`config.mk`:
```
export PLATFORM = sky130hd
export DESIGN_NAME = phy_crc_engine_flat
export DESIGN_NICKNAME = d
export VERILOG_FILES = /design/src/rtl/phy_crc_engine_if.sv /design/src/rtl/phy_crc_engine.sv /design/src/flat_wrapper.sv
export SDC_FILE = /design/constraint.sdc
export NUM_CORES = 1
export LEC_CHECK = 0
export CORE_ASPECT_RATIO = 0.6
export CORE_MARGIN = 1.5
export CORE_UTILIZATION = 58
export DETAILED_ROUTE_END_ITERATION = 8
export GPL_TIMING_DRIVEN = 1
export PLACE_DENSITY = 0.83
export SLEW_MARGIN = 20
export SYNTH_ARGS = -nofsm -noshare
export SYNTH_HDL_FRONTEND = slang
export SYNTH_SLANG_ARGS = --single-unit
```
`constraint.sdc`:
```
create_clock -name clk -period 6.2 [get_ports clk]
set_input_delay 1.24 -clock clk [delete_from_list [all_inputs] [get_ports clk]]
set_output_delay 1.24 -clock clk [all_outputs]
set_load 0.05 [all_outputs]
```
`src/rtl/phy_crc_engine_if.sv`:
```
// phy_crc_engine_if: beat input, result, and CRC TX port bundle for phy_crc_engine
interface phy_crc_engine_if #(
  parameter int DATA_W = 4,
  parameter int CRC_W = 32,
  parameter int CNT_W = 8
);
  logic crc_start, crc_mode, crc_data_en, crc_data_last, crc_data_ready;
  logic crc_out_valid, crc_out_fail, crc_tx_valid, crc_tx_ready;
  logic [DATA_W-1:0] crc_data_in, crc_tx_data;
  logic [CRC_W-1:0] crc_out;
  logic [CNT_W-1:0] crc_fail_cnt;
  modport master (
    output crc_start, crc_mode, crc_data_in, crc_data_en, crc_data_last, crc_tx_ready,
    input crc_data_ready, crc_out, crc_out_valid, crc_out_fail, crc_tx_data, crc_tx_valid, crc_fail_cnt
  );
  modport slave (
    input crc_start, crc_mode, crc_data_in, crc_data_en, crc_data_last, crc_tx_ready,
    output crc_data_ready, crc_out, crc_out_valid, crc_out_fail, crc_tx_data, crc_tx_valid, crc_fail_cnt
  );
endinterface

```
`src/rtl/phy_crc_engine.sv`:
```
// phy_crc_engine: serial-beat CRC with residue check mode and CRC-beat generation mode
module phy_crc_engine #(
  parameter int DATA_W = 4,
  parameter int CRC_W = 32,
  parameter logic [CRC_W-1:0] POLY = 32'h04C11DB7,
  parameter logic [CRC_W-1:0] INIT = 32'hFFFFFFFF,
  parameter logic [CRC_W-1:0] RESIDUE = 32'hC704DD7B,
  parameter int CNT_W = 8
) (
  input logic clk,
  input logic rst,
  phy_crc_engine_if.slave bus
);
  localparam int NB = CRC_W / DATA_W;
  localparam int KW = NB > 1 ? $clog2(NB) : 1;
  typedef enum logic [1:0] {IDLE, DATA, TX} state_t;
  state_t state, state_nx;
  logic [CRC_W-1:0] crc_reg, crc_nx, crc_rev;
  logic [KW-1:0] k;
  logic mode_q, mode_eff, accept, last_acc, bad, tx_hs, tx_done;
  assign accept = bus.crc_data_en & bus.crc_data_ready;
  assign last_acc = accept & bus.crc_data_last;
  assign mode_eff = (state == IDLE || bus.crc_start) ? bus.crc_mode : mode_q;
  assign bad = mode_eff & (crc_nx != RESIDUE);
  assign tx_hs = bus.crc_tx_valid & bus.crc_tx_ready;
  assign tx_done = tx_hs & (k == KW'(NB - 1));
  assign bus.crc_data_ready = state != TX;
  assign bus.crc_tx_valid = state == TX;
  assign bus.crc_tx_data = (state == TX) ? bus.crc_out[k*DATA_W +: DATA_W] : '0;
  // fold one beat into the register, LSB first; a restart seeds the beat with INIT
  always_comb begin
    crc_nx = bus.crc_start ? INIT : crc_reg;
    for (int j = 0; j < DATA_W; j++)
      crc_nx = {crc_nx[CRC_W-2:0], 1'b0} ^ ((bus.crc_data_in[j] ^ crc_nx[CRC_W-1]) ? POLY : '0);
    for (int j = 0; j < CRC_W; j++)
      crc_rev[j] = crc_nx[CRC_W-1-j];
  end
  // next state: frame end beats restart and abort, then TX completion
  always_comb begin
    state_nx = last_acc ? (mode_eff ? IDLE : TX) : accept ? DATA : (bus.crc_start | tx_done) ? IDLE : state;
  end
  // state register
  always_ff @(posedge clk or posedge rst) begin
    if (rst) state <= IDLE;
    else state <= state_nx;
  end
  // CRC register, frame result, fail counter, and TX beat index
  always_ff @(posedge clk or posedge rst) begin
    if (rst) begin
      crc_reg <= INIT;
      mode_q <= 1'b0;
      k <= '0;
      bus.crc_out <= '0;
      bus.crc_out_valid <= 1'b0;
      bus.crc_out_fail <= 1'b0;
      bus.crc_fail_cnt <= '0;
    end else begin
      bus.crc_out_valid <= last_acc;
      crc_reg <= last_acc ? INIT : accept ? crc_nx : bus.crc_start ? INIT : crc_reg;
      if (accept) mode_q <= mode_eff;
      k <= (state != TX) ? '0 : tx_hs ? k + 1'b1 : k;
      if (last_acc) begin
        bus.crc_out <= ~crc_rev;
        bus.crc_out_fail <= bad;
        if (bad && bus.crc_fail_cnt != {CNT_W{1'b1}}) bus.crc_fail_cnt <= bus.crc_fail_cnt + 1'b1;
      end
    end
  end
endmodule

```
`src/flat_wrapper.sv`:
```
// flat-port wrapper written by rule: the top's interface ports become plain ports
module phy_crc_engine_flat 
#(
  parameter int DATA_W = 4,
  parameter int CRC_W = 32,
  parameter logic [CRC_W-1:0] POLY = 32'h04C11DB7,
  parameter logic [CRC_W-1:0] INIT = 32'hFFFFFFFF,
  parameter logic [CRC_W-1:0] RESIDUE = 32'hC704DD7B,
  parameter int CNT_W = 8
)
  (clk, rst, bus_crc_start, bus_crc_mode, bus_crc_data_in, bus_crc_data_en, bus_crc_data_last, bus_crc_tx_ready, bus_crc_data_ready, bus_crc_out, bus_crc_out_valid, bus_crc_out_fail, bus_crc_tx_data, bus_crc_tx_valid, bus_crc_fail_cnt);
  phy_crc_engine_if #(.DATA_W(DATA_W), .CRC_W(CRC_W), .CNT_W(CNT_W)) bus_i ();
  input logic clk;
  input logic rst;
  input wire logic [$bits(bus_i.crc_start)-1:0] bus_crc_start;
  input wire logic [$bits(bus_i.crc_mode)-1:0] bus_crc_mode;
  input wire logic [$bits(bus_i.crc_data_in)-1:0] bus_crc_data_in;
  input wire logic [$bits(bus_i.crc_data_en)-1:0] bus_crc_data_en;
  input wire logic [$bits(bus_i.crc_data_last)-1:0] bus_crc_data_last;
  input wire logic [$bits(bus_i.crc_tx_ready)-1:0] bus_crc_tx_ready;
  output wire logic [$bits(bus_i.crc_data_ready)-1:0] bus_crc_data_ready;
  output wire logic [$bits(bus_i.crc_out)-1:0] bus_crc_out;
  output wire logic [$bits(bus_i.crc_out_valid)-1:0] bus_crc_out_valid;
  output wire logic [$bits(bus_i.crc_out_fail)-1:0] bus_crc_out_fail;
  output wire logic [$bits(bus_i.crc_tx_data)-1:0] bus_crc_tx_data;
  output wire logic [$bits(bus_i.crc_tx_valid)-1:0] bus_crc_tx_valid;
  output wire logic [$bits(bus_i.crc_fail_cnt)-1:0] bus_crc_fail_cnt;
  assign bus_i.crc_start = bus_crc_start;
  assign bus_i.crc_mode = bus_crc_mode;
  assign bus_i.crc_data_in = bus_crc_data_in;
  assign bus_i.crc_data_en = bus_crc_data_en;
  assign bus_i.crc_data_last = bus_crc_data_last;
  assign bus_i.crc_tx_ready = bus_crc_tx_ready;
  assign bus_crc_data_ready = bus_i.crc_data_ready;
  assign bus_crc_out = bus_i.crc_out;
  assign bus_crc_out_valid = bus_i.crc_out_valid;
  assign bus_crc_out_fail = bus_i.crc_out_fail;
  assign bus_crc_tx_data = bus_i.crc_tx_data;
  assign bus_crc_tx_valid = bus_i.crc_tx_valid;
  assign bus_crc_fail_cnt = bus_i.crc_fail_cnt;
  phy_crc_engine #(.DATA_W(DATA_W), .CRC_W(CRC_W), .POLY(POLY), .INIT(INIT), .RESIDUE(RESIDUE), .CNT_W(CNT_W)) u_core (.clk(clk), .rst(rst), .bus(bus_i));
endmodule
```
# == Word level (Yosys, flattened, before mapping) ==
# Index checks and enable logic that the tools add are counted.
# op_classes
add_sub_neg,2
n_mul,0
div,0
order_cmp,0
n_eq_ne,5
n_shift,1
n_mux,15
bitwise,15
n_reduce_logical,6
# op_table
op,count
$xor A32 B32 Y32,4
$mux W27,4
$mux W32,3
$ne A32 B32 Y1 const B,1
$not A32 Y32,1
$shiftx A32 B6 Y4,1
$add A8 B1 Y8 const B,1
$mux W2,4
$ne A8 B8 Y1 const B,1
$mux W3,2
$and A1 B1 Y1,5
$mux W4,1
$xor A1 B1 Y1,4
$add A3 B1 Y3 const B,1
$eq A3 B3 Y1 const B,1
$reduce_bool A3 Y1,1
$eq A2 B2 Y1 const B,1
$logic_not A2 Y1,1
$ne A2 B2 Y1 const B,1
$reduce_and A2 Y1,1
$reduce_bool A2 Y1,1
$logic_and A1 B1 Y1,1
$logic_or A1 B1 Y1,1
$mux W1,1
$or A1 B1 Y1,1
# totals
register_bits,80
latchBits,0
mem_bits_rw,0
rom_bits,0
input_bits,11
out_inout_bits,48
mem_count,0

# == Longest topological paths before layout ==
# depth
word_depth,17
depth_mapped,11

# == Worst setup path before layout ==
# OpenSTA, ideal clock, no wires.
# synth_path
kind,input to register
from,in bus_crc_start
to,reg u_core.bus.crc_fail_cnt[4]
setup_time_ns,0.128
arrival_ns,3.412
required_ns,6.072
slack_ns,2.661
path_stages,9
n_path_buf,1
path_cell_list,buf_2 nor2_2 xnor2_1 xnor3_2 mux2i_1 nor4_2 o2111ai_4 nand3_1 mux2_1
# synth_between
elab_chain_len,11
elab_cells_between_ends,19
classes_between,1 x eq/ne; 6 x mux; 9 x bitwise; 3 x reduce/logical
# synth_lines
element,line_no,text
from (decl),flat_wrapper.sv:15,input wire logic [$bits(bus_i.crc_start)-1:0] bus_crc_start;
$mux W32,phy_crc_engine.sv:32,crc_nx = bus.crc_start ? INIT : crc_reg;
$xor A32 B32 Y32 / $xor A1 B1 Y1 (equally long branches),phy_crc_engine.sv:34,"crc_nx = {crc_nx[CRC_W-2:0], 1'b0} ^ ((bus.crc_data_in[j] ^ crc_nx[CRC_W-1]) ? POLY : '0);"
$xor A32 B32 Y32 (tied with other cells) (2 in series),phy_crc_engine.sv:34,
$xor A1 B1 Y1 (tied with other cells),phy_crc_engine.sv:34,
$mux W27 / $xor A32 B32 Y32 (equally long branches),phy_crc_engine.sv:34,
$xor A32 B32 Y32,phy_crc_engine.sv:34,
$ne A32 B32 Y1,phy_crc_engine.sv:24,assign bad = mode_eff & (crc_nx != RESIDUE);
$and A1 B1 Y1 *,phy_crc_engine.sv:24,
$logic_and A1 B1 Y1 *,phy_crc_engine.sv:65,if (bad && bus.crc_fail_cnt != {CNT_W{1'b1}}) bus.crc_fail_cnt <= bus.crc_fail_cnt + 1'b1;
$reduce_and A2 Y1 (no line) *,n/a,
to (signal assigned),phy_crc_engine.sv:65,
to (decl),phy_crc_engine_if.sv:18,"output crc_data_ready, crc_out, crc_out_valid, crc_out_fail, crc_tx_data, crc_tx_valid, crc_fail_cnt"
# Mark *: on every way between the ends. The rest lies on a longest branch, timed or not.
# A chain may end at the register's enable or synchronous reset.

# == Worst setup path in the final report ==
# layout_path
from,in bus_crc_start
to,reg u_core.bus.crc_fail_cnt[1]
# The elaborated chain is that of the path after synthesis.

==> flow_summary.toml <==
[status]
status = "finished clean"

[route]
drt_iter0_markers = 686
vias = 4173
route.met2.wl_um = 6050
wl_um = 13400
met3_length_um = 1290
top_layer = "met4"
met1_length_um = 5840
wire_per_inst_um = 20.4
ant_nets = 0
vias_per_cell = 6.37
post-route-drc-count = 0
first_pass_iters = 5

[finish]
multiInputGateArea_sq_mm = 0.00255
area_growth_pct = 19.2
drive_gt1_frac = 0.157
final_util = 0.719
final_cell_area_sq_mm = 0.00569
final_cells = 655
fillers = 573
n_antenna_cell = 0
final_nets = 556
register_area_sq_mm = 0.00204

[clock_network]
insertion_delay_ps = 350
cts.sinks = 80
clk_path_buf_depth = 2
clkSlewWorstSetupHoldPaths_ps = 60
hold_buffers = 0
cts-resized-gates = 0
cts_max_level = 3
root_buffer = "clkbuf_16"
cts_buffers = 9
postCtsSetupRepairBufs = 0
cts_tree = "built"

[global_route]
antenna_found_initial = 0
grt_pass1_vias = 3916
grt_max_degree = 57
grt_use_total = 0.322
grt_pass1_wl_um = 20900
grt-ovfl-total = 0

[setup_path]
cp.required_ps = 6420
cp_max_fo = 36
crit_slowest_cell = "clkdlybuf4s50_1"
cp_slowest_stage_delay_ps = 870
path_cells = "clkdlybuf4s50_1 -> buf_4 -> inv_2 -> a21oi_1 -> o21ai_0 -> mux4_2 -> nor3_1 -> o2111ai_4 -> nand2_2 -> mux2_1"
path_class = "input pin to register"
crit_arrival_ps = 4720
cp-end-kind = "register"
startpoint_type = "input pin"

[floorplan]
core_sq_mm = 0.00791
io_pins = 59
row_count = 25
die_h_um = 73.3
dieArea_sq_mm = 0.00880
initial_utilization = 0.603
die_x_um = 120

[yosys]
ys_seq_area_frac = 0.428
synthArstFlopShare = 1.00
synth_nets = 516
syn-mean-instance-area_sq_um = 9.51
yosys.cell_types.count = 50
yosys.area.top_type = "dfrtp_1"
synth_enable_flop_cells = 0
ys_warn_count = 0
netlist_area_sq_mm = 0.00477
synth.area.top_cells = "dfrtp_1, dfstp_2, xnor2_1"
netlist.area_leader.share = 0.252
yosysMostFrequentCell = "nand2_1"
synth-seq-cells = 80
ys_top_cells_by_count = "nand2_1, nor2_1, dfrtp_1"
syn_inst = 502
ys.flop_type = "dfrtp_1"

[pwr]
power_mw = 2.02
comb_power_share = 0.369
p_sw_mw = 0.798
power.internal_mw = 1.22
leakage_nw = 2.25
vdd_ir_drop_max_v = 0.000221
power_density_mw_per_mm2 = 355
p_clk_frac = 0.267
switching_share = 0.395
pwr-share-seq = 0.364

[timing]
holdWs_ps = 505
finalWorstSetupSlack_ps = 1700
relSlewSlack = 0.437
slew_violations = 0
rsz0062_at_grt = "no"
setup_tns_ps = 0
fin_crit_sh = 0.726
finClkSkew_ps = 6.28
final_hold_viol_count = 0
fin_crit_ps = 4500
tightest_slew_ps = 845
setup_violations = 0
fmax_ghz = 0.222

[place]
pre_cts_ws_ps = 1400
hpwl_um = 9460
place_area_sq_mm = 0.00539
dp.cells = 639
port_buffers = 58
gp_congestion = 0.973

[run]
cap_violations = 0

[min_path]
min_path_type = "register to register"
-- power by group through the flow --
stage | clock (mW) | sequential (mW) | combinational (mW)
floorplan | 0 | 0.939 | 0.282
global placement | 0 | 0.733 | 0.722
detailed placement | 0 | 0.737 | 0.736
CTS | 0.539 | 0.731 | 0.744
global route | 0.566 | 0.745 | 0.784
finish | 0.538 | 0.734 | 0.746
-- cell families (layout without fill, tap and decap cells) --
logic type / count (synthesis) / count (layout) / share of synthesized area
xor+xnor: 65 / 65 / 0.129
compound gates: 104 / 104 / 0.129
mux: 33 / 33 / 0.0959
fa+ha+maj: 3 / 3 / 0.00786
buf+inv: 42 / 87 / 0.0375
simple gates: 175 / 175 / 0.173
flops: 80 / 80 / 0.428
-- worst paths after layout --
| check | startpoint | endpoint | slack [ps] | cells after the start |
|---|---|---|---|---|
| min reg2reg | u_core.mode_q$_DFFE_PP0P_ | u_core.mode_q$_DFFE_PP0P_ | 510 | 1 |
| max in group asynchronous | rst | u_core.bus.crc_out[28]$_DFFE_PP0P_ | 3790 | 3 |
| max | bus_crc_start | u_core.bus.crc_fail_cnt[1]$_DFFE_PP0P_ | 1700 | 10 |
| min in group asynchronous | rst | u_core.bus.crc_out[7]$_DFFE_PP0P_ | 1330 | 2 |
| max reg2reg | u_core.crc_reg[29]$_DFF_PP1_ | u_core.bus.crc_fail_cnt[1]$_DFFE_PP0P_ | 2920 | 9 |
| min | u_core.mode_q$_DFFE_PP0P_ | u_core.mode_q$_DFFE_PP0P_ | 510 | 1 |
-- layer usage --
| layer | vias to the layer above | GRT usage |
|---|---|---|
| li1 | 1834 | - |
| met1 | 2073 | 0.469 |
| met2 | 239 | 0.486 |
| met3 | 27 | 0.0738 |
| met4 | 0 | 0.0966 |
| met5 | - | 0 |
-- layout by cell type (no fill, tap or decap), types with 5 or more instances in the layout --
master / count
xnor2_1: 39
o21ai_0: 40
dfrtp_1: 48
nand3_1: 14
dfstp_2: 32
buf_4: 8
a21oi_1: 30
a22oi_1: 5
o22ai_1: 12
nand2_1: 53
and2_1: 7
xor2_1: 22
mux2i_1: 12
nor3_1: 20
mux2_2: 9
nand2b_1: 5
mux4_2: 9
clkdlybuf4s50_1: 58
clkbuf_16: 9
nor2_1: 50
-- critical path: cells and delay by family --
family	cells	cell delay [ps]
compound gates	3	700
buf+inv	3	1400
mux	2	840
simple gates	2	540
-- area by class of cell --
type                            count  share of cell area
Clock buffer                       11              0.0427
Clock inverter                      5             0.00990
Inverter                            5             0.00330
Multi-Input combinational cell    380               0.449
Sequential cell                    80               0.359
Tap cell                          108              0.0238
Timing Repair Buffer               66               0.113
No activity file was read; power rests on OpenSTA's default activity.
